===== config.mk =====
export PLATFORM = sky130hd
export DESIGN_NAME = fetch_unit
export DESIGN_NICKNAME = d
export VERILOG_FILES = /design/src/rtl/fetch_unit_pkg.sv /design/src/rtl/fetch_pc_reg.sv /design/src/rtl/fetch_unit.sv
export SDC_FILE = /design/constraint.sdc
export NUM_CORES = 1
export LEC_CHECK = 0
export ABC_CLOCK_PERIOD_IN_PS = 3300
export BUFFER_PORTS_ARGS = -buffer_cell sky130_fd_sc_hd__clkbuf_2
export CORE_ASPECT_RATIO = 1.1
export CORE_UTILIZATION = 40
export DETAILED_ROUTE_END_ITERATION = 8
export PLACE_DENSITY = 0.76
export SYNTH_ARGS = -nofsm -noshare
export SYNTH_HDL_FRONTEND = slang
export SYNTH_HIERARCHICAL = 1
export SYNTH_SLANG_ARGS = --single-unit

===== constraint.sdc =====
create_clock -name clk -period 3.3 [get_ports clk]
set_clock_uncertainty 0.05 [all_clocks]
set_input_delay 0 -clock clk [delete_from_list [all_inputs] [get_ports clk]]
set_output_delay 0 -clock clk [all_outputs]
set_load 0.02 [all_outputs]

===== src/rtl/fetch_unit_pkg.sv =====
// Shared fetch-stage types and constants.
//   fetch_data_t  : IF -> IF/ID payload {valid, pc, raw_instr}
//   fetch_state_t : fetch FSM states
//   pc_sel_t      : next-PC source selector used by fetch_pc_reg
package fetch_unit_pkg;

  localparam int unsigned FETCH_ADDR_W  = 64;
  localparam int unsigned FETCH_INSTR_W = 32;
  localparam logic [FETCH_ADDR_W-1:0] FETCH_PC_RESET = 64'h0000_0000_8000_0000;

  typedef struct packed {
    logic                     valid;
    logic [FETCH_ADDR_W-1:0]  pc;
    logic [FETCH_INSTR_W-1:0] raw_instr;
  } fetch_data_t;

  typedef enum logic [1:0] {
    REQ     = 2'd0,
    HOLD    = 2'd1,
    DISCARD = 2'd2
  } fetch_state_t;

  typedef enum logic [1:0] {
    PC_KEEP = 2'd0,
    PC_INC  = 2'd1,
    PC_JUMP = 2'd2,
    PC_PEND = 2'd3
  } pc_sel_t;

endpackage


===== src/rtl/fetch_pc_reg.sv =====
// PC register with next-PC mux.
//   clk, reset        : clock, synchronous active-high reset
//   i_sel             : next-PC source (keep / +4 / jump_target / pending_target)
//   i_jump_target     : redirect PC, word-aligned here on capture
//   i_pending_target  : redirect PC captured earlier (already aligned)
//   o_pc              : current PC
module fetch_pc_reg
  import fetch_unit_pkg::*;
#(
  parameter int unsigned          ADDR_W   = FETCH_ADDR_W,
  parameter logic [ADDR_W-1:0]    PC_RESET = ADDR_W'(FETCH_PC_RESET)
) (
  input  logic              clk,
  input  logic              reset,
  input  pc_sel_t           i_sel,
  input  logic [ADDR_W-1:0] i_jump_target,
  input  logic [ADDR_W-1:0] i_pending_target,
  output logic [ADDR_W-1:0] o_pc
);

  logic [ADDR_W-1:0] r_pc;
  logic [ADDR_W-1:0] w_pc_nxt;

  // Next-PC select; +4 wraps naturally modulo 2^ADDR_W.
  always_comb begin
    w_pc_nxt = r_pc;
    case (i_sel)
      PC_INC:  w_pc_nxt = r_pc + ADDR_W'(4);
      PC_JUMP: w_pc_nxt = {i_jump_target[ADDR_W-1:2], 2'b00};
      PC_PEND: w_pc_nxt = i_pending_target;
      default: w_pc_nxt = r_pc;
    endcase
  end

  always_ff @(posedge clk) begin
    if (reset) r_pc <= PC_RESET;
    else       r_pc <= w_pc_nxt;
  end

  assign o_pc = r_pc;

endmodule


===== src/rtl/fetch_unit.sv =====
// Instruction fetch stage: owns the PC, runs the instruction-bus handshake,
// buffers a word while decode is load-stalled and handles redirects,
// including one arriving while a request is still outstanding.
//   clk, reset          : clock, synchronous active-high reset
//   o_ireq_valid        : instruction request valid (REQ, DISCARD)
//   o_ireq_addr         : request address, stable until data_ok
//   i_iresp_data_ok     : one-cycle response strobe
//   i_iresp_data        : instruction word
//   i_jump_flag         : redirect from execute
//   i_jump_target       : redirect PC
//   i_load_stall        : decode load-use stall
//   o_dataF_nxt         : {valid, pc, raw_instr} to IF/ID (combinational)
//   o_handshake_stall   : fetch waiting on bus (combinational)
module fetch_unit
  import fetch_unit_pkg::*;
#(
  parameter logic [FETCH_ADDR_W-1:0] PC_RESET = FETCH_PC_RESET,
  parameter int unsigned             ADDR_W   = FETCH_ADDR_W
) (
  input  logic                     clk,
  input  logic                     reset,
  output logic                     o_ireq_valid,
  output logic [ADDR_W-1:0]        o_ireq_addr,
  input  logic                     i_iresp_data_ok,
  input  logic [FETCH_INSTR_W-1:0] i_iresp_data,
  input  logic                     i_jump_flag,
  input  logic [ADDR_W-1:0]        i_jump_target,
  input  logic                     i_load_stall,
  output fetch_data_t              o_dataF_nxt,
  output logic                     o_handshake_stall
);

  fetch_state_t             r_state;
  fetch_state_t             w_state_nxt;
  logic [FETCH_INSTR_W-1:0] r_buffer;
  logic [ADDR_W-1:0]        r_pending_target;
  logic [ADDR_W-1:0]        w_pc;
  pc_sel_t                  w_pc_sel;
  logic                     w_buf_load;
  logic                     w_pend_load;
  fetch_data_t              w_data;
  logic                     w_stall;

  fetch_pc_reg #(
    .ADDR_W   (ADDR_W),
    .PC_RESET (ADDR_W'(PC_RESET))
  ) u_pc_reg (
    .clk              (clk),
    .reset            (reset),
    .i_sel            (w_pc_sel),
    .i_jump_target    (i_jump_target),
    .i_pending_target (r_pending_target),
    .o_pc             (w_pc)
  );

  // State register.
  always_ff @(posedge clk) begin
    if (reset) r_state <= REQ;
    else       r_state <= w_state_nxt;
  end

  // Next state, PC select and combinational outputs. jump beats load_stall.
  always_comb begin
    w_state_nxt = r_state;
    w_pc_sel    = PC_KEEP;
    w_buf_load  = 1'b0;
    w_pend_load = 1'b0;
    w_data      = '0;
    w_stall     = 1'b0;
    case (r_state)
      REQ: begin
        if (i_iresp_data_ok) begin
          if (i_jump_flag) begin
            w_pc_sel = PC_JUMP;
          end else if (i_load_stall) begin
            w_buf_load  = 1'b1;
            w_state_nxt = HOLD;
          end else begin
            w_data   = '{valid: 1'b1, pc: FETCH_ADDR_W'(w_pc), raw_instr: i_iresp_data};
            w_pc_sel = PC_INC;
          end
        end else begin
          w_stall = 1'b1;
          if (i_jump_flag) begin
            // Request already on the bus: let it finish, then redirect.
            w_pend_load = 1'b1;
            w_state_nxt = DISCARD;
          end
        end
      end
      HOLD: begin
        w_data = '{valid: 1'b1, pc: FETCH_ADDR_W'(w_pc), raw_instr: r_buffer};
        if (i_jump_flag) begin
          w_pc_sel    = PC_JUMP;
          w_state_nxt = REQ;
        end else if (!i_load_stall) begin
          w_pc_sel    = PC_INC;
          w_state_nxt = REQ;
        end
      end
      DISCARD: begin
        // Repeated jump_flag here is the same held redirect; ignore it.
        if (i_iresp_data_ok) begin
          w_pc_sel    = PC_PEND;
          w_state_nxt = REQ;
        end else begin
          w_stall = 1'b1;
        end
      end
      default: w_state_nxt = REQ;
    endcase
  end

  // Buffered word and deferred redirect target.
  always_ff @(posedge clk) begin
    if (reset) begin
      r_buffer         <= '0;
      r_pending_target <= '0;
    end else begin
      if (w_buf_load)  r_buffer         <= i_iresp_data;
      if (w_pend_load) r_pending_target <= {i_jump_target[ADDR_W-1:2], 2'b00};
    end
  end

  assign o_ireq_valid      = !reset && ((r_state == REQ) || (r_state == DISCARD));
  assign o_ireq_addr       = w_pc;
  assign o_dataF_nxt       = reset ? '0 : w_data;
  assign o_handshake_stall = !reset && w_stall;

endmodule


# Word level (Yosys, flattened, before mapping)
# Index checks and enable logic that the tools add are counted.
# op_classes
muxes	28
add_sub_neg	1
reduce_logical	8
n_eq_ne	10
# ops
operator	n
two-way mux 97 bit	4
case mux 97 bit (2 select lines)	1
case mux 64 bit (3 select lines)	1
adder 64 x 3 -> 64 bit (second input constant)	1
two-way mux 2 bit	10
!= test 3 bit (second input constant)	4
case mux 2 bit (3 select lines)	2
two-way mux 1 bit	10
equality test 2 bit (second input constant)	3
AND reduction 5 bit	1
equality test 2 x 1 -> 1 bit (second input constant)	2
nonzero test 3 bit	1
logical AND 1 bit	2
logical NOT 2 bit	1
!= test 2 bit (second input constant)	1
OR reduction 2 bit	1
logical NOT 1 bit	1
logical OR 1 bit	1
# word_totals
ff_bits	160
out_inout_bits	163
wordCells	51

# Logic depth before layout (Yosys ltp)
# Gate-level depths: netlist of the first run.
# depth
depth_word	6
mapped_depth	12
mapped_depth_nobuf	9

# Modules after synthesis
# Netlist of the first run, hierarchy kept.
# by_module_without_submodules
mod	seq_area_each_um2	cells_per_inst	n_inst	area_per_inst_um2
fetch_unit	1921.8	588	1	4639.4
fetch_pc_reg	1281.2	655	1	4618.2

# Worst setup path before layout of the first run
# No wires, ideal clock.
# synth_path
kind	reg2reg
start	register u_pc_reg.r_pc[49] (netlist: u_pc_reg/o_pc[49])
end	register u_pc_reg.r_pc[59] (netlist: u_pc_reg/o_pc[59])
stages_incl_launch_ff	7
arrival_time_ns	2.369
slack_ns	0.807
period_less_slack_ns	2.493
setup_time_ns	0.074
required_time_ns	3.176
path_cell_list	dfxtp_1 -> nand4_1 -> or4_1 -> or4_4 -> or3_1 -> or3_1 -> a31oi_1
# synth_between
elab_chain_cells	2
# synth_rtl
element	line_no	text
start, declared	fetch_pc_reg.sv:21	logic [ADDR_W-1:0] r_pc;
start signal, assigned	fetch_pc_reg.sv:37	else r_pc <= w_pc_nxt;
adder 64 x 3 -> 64 bit	fetch_pc_reg.sv:28	PC_INC: w_pc_nxt = r_pc + ADDR_W'(4);
case mux 64 bit (3 select lines)	fetch_pc_reg.sv:27	case (i_sel)
# No other way between the ends.
# A chain may end at the register's enable or synchronous reset.

==> results.toml, run 1 <==
[sta]
fmax_mhz = 357
grt_setup_unrepaired = "false"
slew_headroom_pct = 26.3
tightest_slew_ns = 1.11
setup_viol = 0
finalHoldWorstSlack_ns = 0.0612
period_share_pct = 84.8
hold_viol_final = 0
slew_viol_final = 0
finalSetupTns_ns = 0
final.min_clock_period_ns = 2.80

[yosys]
synth-main-ff-cell = "dfxtp_1"
yosysMostFrequentCell = "nand2_1"
synthTopCellsByArea = "dfxtp_1, nand2_1, a21oi_1, and2_1, nor2_1"
synth_cells = 1243
synth_edf_count = 0
ys_types = 68
async_flop_share_pct = 0
synth.cell_area_mm2 = 0.00926
synth_top_area_cell = "dfxtp_1"
syn_area_per_cell_um2 = 7.45
synth_common_cells = "nand2_1, dfxtp_1, a21oi_1, nor2_1, and2_1"
synth.top_cell.area_share_pct = 34.6
seq_area_frac_synth_pct = 34.6
ys.warnings.count = 6
synth_seq_cells = 160

[critical_path]
cp.arrival_ns = 2.75
cp_max_fo = 33
critPathMaxStageDelay_ns = 0.61
r2r_cells = 6
rrSetupSlack_ns = 0.59
critPathBufInv = 2
crit_slowest_cell = "or2_2"
cp-startpoint = "r_state[1]$_SDFFE_PP0P_"
path_delay_family = "simple AND/OR/NAND/NOR gates"
crit_chain = "or2_2 -> a21oi_4 -> buf_4 -> and2_1 -> clkbuf_2"
worstSetupStartpointType = "flip-flop"
r2r-start = "u_pc_reg/o_pc[4]$_SDFFE_PP0P_"
critPathKind = "reg -> out"
r2r_end = "u_pc_reg/o_pc[59]$_SDFFE_PP0P_"
required_ns = 3.25
crit_path_end_kind = "primary output"

[clock_tree]
clk_path_buf_depth = 2
cts_root_buf = "clkbuf_16"
cts_tree = "done"
insertion_delay_ns = 0.42
clkSinkCount = 160
htreeDepth = 4
clkSlewWorstSetupHoldPaths_ns = 0.06
cts.repair.resized = 0
cts_made_buffers = 17

[min_path]
min_path_cells = 3
min_to = "r_buffer[23]$_SDFFE_PP0P_"
worstHoldStart = "i_load_stall"
min_path_type = "in -> reg"

[floorplan]
dieHeight_um = 162
fp-row-count = 58
core_area_mm2 = 0.0228
ios = 264
dieArea_mm2 = 0.0238
die_w_um = 147
start_util_pct = 40.6

[flow_run]
maxCapViolations = 0

[cells_and_area]
area.growth.synth_to_final_pct = 32.3
nets = 1647
fin_cells = 1861
drive_gt1_share_pct = 22.0

[detailed_routing]
via_per_inst = 5.72
wl_per_cell_um = 17.2
route.vias.total = 10700
wirelength_mm = 31.9
firstDrtPassIters = 5
antenna_left = 0
drc = 0
drt-initial-drc-count = 879

[place]
gp_congestion = 0.852
dp_hpwl_mm = 20.0
dpl.cell_count = 1730
port-buffer-count = 261

[global_routing]
grt_pass1_wl_mm = 49.8
grt_pass1_vias = 9847
overflow = 0
grtUsageTotal_pct = 25.8
grt_max_degree = 100
antenna_found_initial = 5

[run_status]
status = "complete, no violations"

[power_and_ir_drop]
power-per-cell-area_mw_per_mm2 = 434
leakage_nw = 4.75
peakVddDrop_v = 0.000316
-- cells in the final DEF (no fill, tap or decap), types with 13 or more instances in the layout --
cell	instances
a211oi_1	16
a21oi_1	125
a32oi_1	32
and2_1	66
and3_1	14
buf_4	29
clkbuf_16	17
clkbuf_2	260
dfxtp_1	160
dlygate4sd3_1	96
nand2_1	213
nand2b_1	38
nand3_1	30
nand4_1	16
nand4b_1	33
nor2_1	97
nor3_1	24
nor4_1	13
o21ai_0	59
o21ai_1	34
xnor2_1	16
-- timing repair --
| item | 4_1_cts | 5_1_grt |
|---|---|---|
| endpoints found under the hold margin | 146 | 0 |
| hold buffers | 96 | 0 |
| setup buffers | 0 | 0 |
-- power breakdown --
group | internal (mW) | switching (mW) | total [mW]
Sequential | 2.05 | 0.166 | 2.22
Combinational | 0.398 | 0.588 | 0.986
Clock | 1.26 | 0.849 | 2.11
Total | 3.71 | 1.60 | 5.31
-- registers in the layout (all words and copies together), names as in the netlist --
register,cells
u_pc_reg/o_pc,64
r_buffer,32
r_state,2
r_pending_target,62
-- how the worst max path moves through the flow --
stage	end	cells after the start
global route	o_dataF_nxt[47]	5
finish	o_dataF_nxt[54]	5
global placement	u_pc_reg/o_pc[58]$_SDFFE_PP0P_	6
floorplan	u_pc_reg/o_pc[59]$_SDFFE_PP0P_	6
detailed placement	u_pc_reg/o_pc[59]$_SDFFE_PP0P_	6
CTS	o_dataF_nxt[48]	5
-- routing by layer --
metal	GRT usage, %	part of all wire [%]	up-vias
met5	0	0.031	-
met4	9.28	2.5	2
met3	5.40	8.1	70
met2	43.7	48	548
met1	32.1	41	4988
li1	-	-	5046
-- final cells by class --
cell class / count / area, um^2
Timing Repair Buffer: 385 / 2480
Fill cell: 2124 / 10500
Clock inverter: 10 / 150
Sequential cell: 160 / 3200
Clock buffer: 21 / 470
Tap cell: 300 / 375
Multi-Input combinational cell: 965 / 5500
Inverter: 16 / 60.1
Antenna cell: 4 / 10.0
-- worst min-delay path: stages --
cell	delay (ns)
clkbuf_2	0.24
nand4b_1	0.17
o21ai_0	0.07
-- kinds of logic (layout without fill, tap and decap cells) --
family / Yosys count / after routing / share of synthesized area [%]
buf+inv: 119 / 432 / 6.28
other cells: 1 / 6 / 0.0405
flops: 160 / 160 / 34.6
compound gates: 341 / 341 / 22.7
simple gates: 580 / 580 / 31.8
xor+xnor: 20 / 20 / 1.89
mux: 21 / 21 / 2.62
fa+ha+maj: 1 / 1 / 0.135
-- per-stage QoR --
step                setup WS, ns  cell area (um^2)  total power [mW]  util (%)
CTS                        0.498             12200              5.32      53.7
global route               0.317             12200              5.52      53.8
finish                     0.501             12300              5.31      53.8
floorplan                  0.807              9260              2.80         -
global placement           0.706             10700              3.11      46.8
detailed placement         0.661             10700              3.13      46.8
Power figures use the tool's default switching activity.
==> inputs of run 2 (changes only) <==
Settings changed: ABC_AREA from default to 1, ABC_CLOCK_PERIOD_IN_PS 3300 to 2650, PLACE_DENSITY 0.76 to 0.75.
Clock period 3.3 ns to 2.65 ns, I/O delays scaled along.
==> run 2 against run 1 <==
Largest cell class unchanged. Hold slack got worse by 0.027 ns. Clock power rose by 11%. Sequential share of layout area decreased by 1.5 points. Worst setup slack worse by 0.20 ns. Wire length grew 13%. Sequential power up 28%. Critical path depth is 2 higher. Synthesized cell count is 28% higher. Non-clock buffer count down 3.
==> results.toml, run 2 <==
[run_status]
status = "complete, no violations"

[critical_path]
critPathKind = "reg -> out"
endpoint = "o_dataF_nxt[74]"
r2r_cells = 8
rrSetupSlack_ns = 0.43
r2r-start = "r_state[0]$_SDFFE_PP0P_"
cp-startpoint = "r_state[0]$_SDFFE_PP0P_"
cp_max_fo = 65
required_ns = 2.60
worstSetupStartpointType = "flip-flop"
r2r_end = "u_pc_reg/o_pc[61]$_SDFFE_PP0P_"
cp.arrival_ns = 2.30
crit_path_end_kind = "primary output"

[detailed_routing]
route.vias.total = 12200
antenna_left = 0
firstDrtPassIters = 7
wl_per_cell_um = 16.3
via_per_inst = 5.51
drc = 0
drt-initial-drc-count = 1225
wirelength_mm = 36.1

[sta]
slew_viol_final = 0
period_share_pct = 88.5
slew_headroom_pct = 52.3
hold_viol_final = 0
grt_setup_unrepaired = "false"
fmax_mhz = 426
finalSetupTns_ns = 0
finalHoldWorstSlack_ns = 0.0339
setup_viol = 0
tightest_slew_ns = 0.715
final.min_clock_period_ns = 2.35

[flow_run]
maxCapViolations = 0

[clock_tree]
htreeDepth = 4
insertion_delay_ns = 0.42
clk_path_buf_depth = 2
clkSlewWorstSetupHoldPaths_ns = 0.07
cts_tree = "done"
cts_root_buf = "clkbuf_16"
cts.repair.resized = 0
cts_made_buffers = 17
clkSinkCount = 160
hold_buffers = 97
post_cts_buffers = 0

[global_routing]
grt_max_degree = 70
overflow = 0
grt_pass1_wl_mm = 55.8
grt_pass1_vias = 10600
antenna_found_initial = 5
grtUsageTotal_pct = 27.1

[cells_and_area]
nets = 1992
area.growth.synth_to_final_pct = 29.3
final_common_cell = "nand2_1"
drive_gt1_share_pct = 19.8
layout_common_cells = "nand2_1, clkbuf_2, nor2_1"
final_util_pct = 53.0
largest_register_ffs = 64

[yosys]
ys.warnings.count = 6
async_flop_share_pct = 0
synth.cell_area_mm2 = 0.0101
synth_edf_count = 0
seq_area_frac_synth_pct = 31.8
yosysMostFrequentCell = "nand2_1"
synth-main-ff-cell = "dfxtp_1"
synth_common_cells = "nand2_1, nor2_1, inv_1, dfxtp_1, a21oi_1"
synthTopCellsByArea = "dfxtp_1, nand2_1, nor2_1, a21oi_1, inv_1"
synth_top_area_cell = "dfxtp_1"
synth_seq_cells = 160
syn_area_per_cell_um2 = 6.32
synth.top_cell.area_share_pct = 31.8
synth_cells = 1591
ys_types = 41

[power_and_ir_drop]
power.total_mw = 6.65
leakage_nw = 5.61
peakVddDrop_v = 0.000487
power-per-cell-area_mw_per_mm2 = 512

[floorplan]
dieHeight_um = 168
core_area_mm2 = 0.0245
dieArea_mm2 = 0.0258
die_w_um = 153
start_util_pct = 41.0
fp-row-count = 60
ios = 264

[place]
port-buffer-count = 261
dp_hpwl_mm = 23.6
gp_congestion = 0.961

[min_path]
min_path_type = "in -> reg"
==> run 2: cell types whose count changed after synthesis, moves of 55 or more <==
cell	before	now
inv_1	12	169
nor2_1	97	249
nand2_1	213	347
nand3_1	30	114
and2_1	66	0
nand4_1	16	71
==> run 2: through the flow <==
step                setup WS, ns  instance area, um^2  instances
global route               0.119                13000       2216
detailed placement         0.528                11500       2084
floorplan                  0.761                10100       1592
global placement           0.563                11500       2084
finish                     0.305                13000       2216
CTS                        0.314                13000       2212
==> run 2: worst min path at each step <==
stage,from,to,slack [ns],depth (start not counted)
after detailed placement,i_jump_target[62],r_pending_target[62]$_SDFFE_PP0P_,0.23,3
after floorplan,reset,u_pc_reg/o_pc[0]$_SDFFE_PP0P_,0.02,1
final,i_jump_flag,r_state[0]$_SDFFE_PP0P_,0.03,6
after global routing,reset,r_state[0]$_SDFFE_PP0P_,0.03,2
after global placement,i_jump_target[58],r_pending_target[58]$_SDFFE_PP0P_,0.22,3
after CTS,reset,r_state[0]$_SDFFE_PP0P_,0.01,2
==> run 2: routing by layer <==
metal	track usage [%]	vias to the layer above	part of all wire, %
met5	0	-	0.036
met4	13.2	2	4.1
met3	6.25	129	9.0
met2	42.8	681	46
met1	34.6	5554	41
li1	-	5839	-
==> run 2: cell families (layout without fill, tap and decap cells) <==
group,Yosys count,count (layout),synth area share (%)
AO/OA/AOI/OAI,301,301,18.2
other,1,6,0.0373
AND/OR/NAND/NOR,834,834,36.7
buffers and inverters,278,588,11.7
XOR/XNOR,16,16,1.39
flip-flops,160,160,31.8
adder cells (fa/ha/maj),1,1,0.124
==> run 2: power by group <==
part           total (mW)  switching (mW)  internal (mW)
Clock                2.35            1.01           1.34
Sequential           2.84           0.262           2.58
Combinational        1.46           0.912          0.549
==> run 2: critical path: stages, from the launching register on <==
cell and delay (ns):
dfxtp_1 0.37, nor2_4 0.47, nand3_1 0.14, nand2_1 0.11
nand2_2 0.04, buf_4 0.30, nor2_1 0.19, clkbuf_2 0.20
==> run 2: layout make-up <==
| class | count | area [um^2] |
|---|---|---|
| Clock buffer | 22 | 464 |
| Inverter | 175 | 658 |
| Timing Repair Buffer | 382 | 2500 |
| Antenna cell | 4 | 10.0 |
| Fill cell | 2404 | 11500 |
| Tap cell | 310 | 388 |
| Sequential cell | 160 | 3200 |
| Clock inverter | 9 | 83.8 |
| Multi-Input combinational cell | 1154 | 5700 |
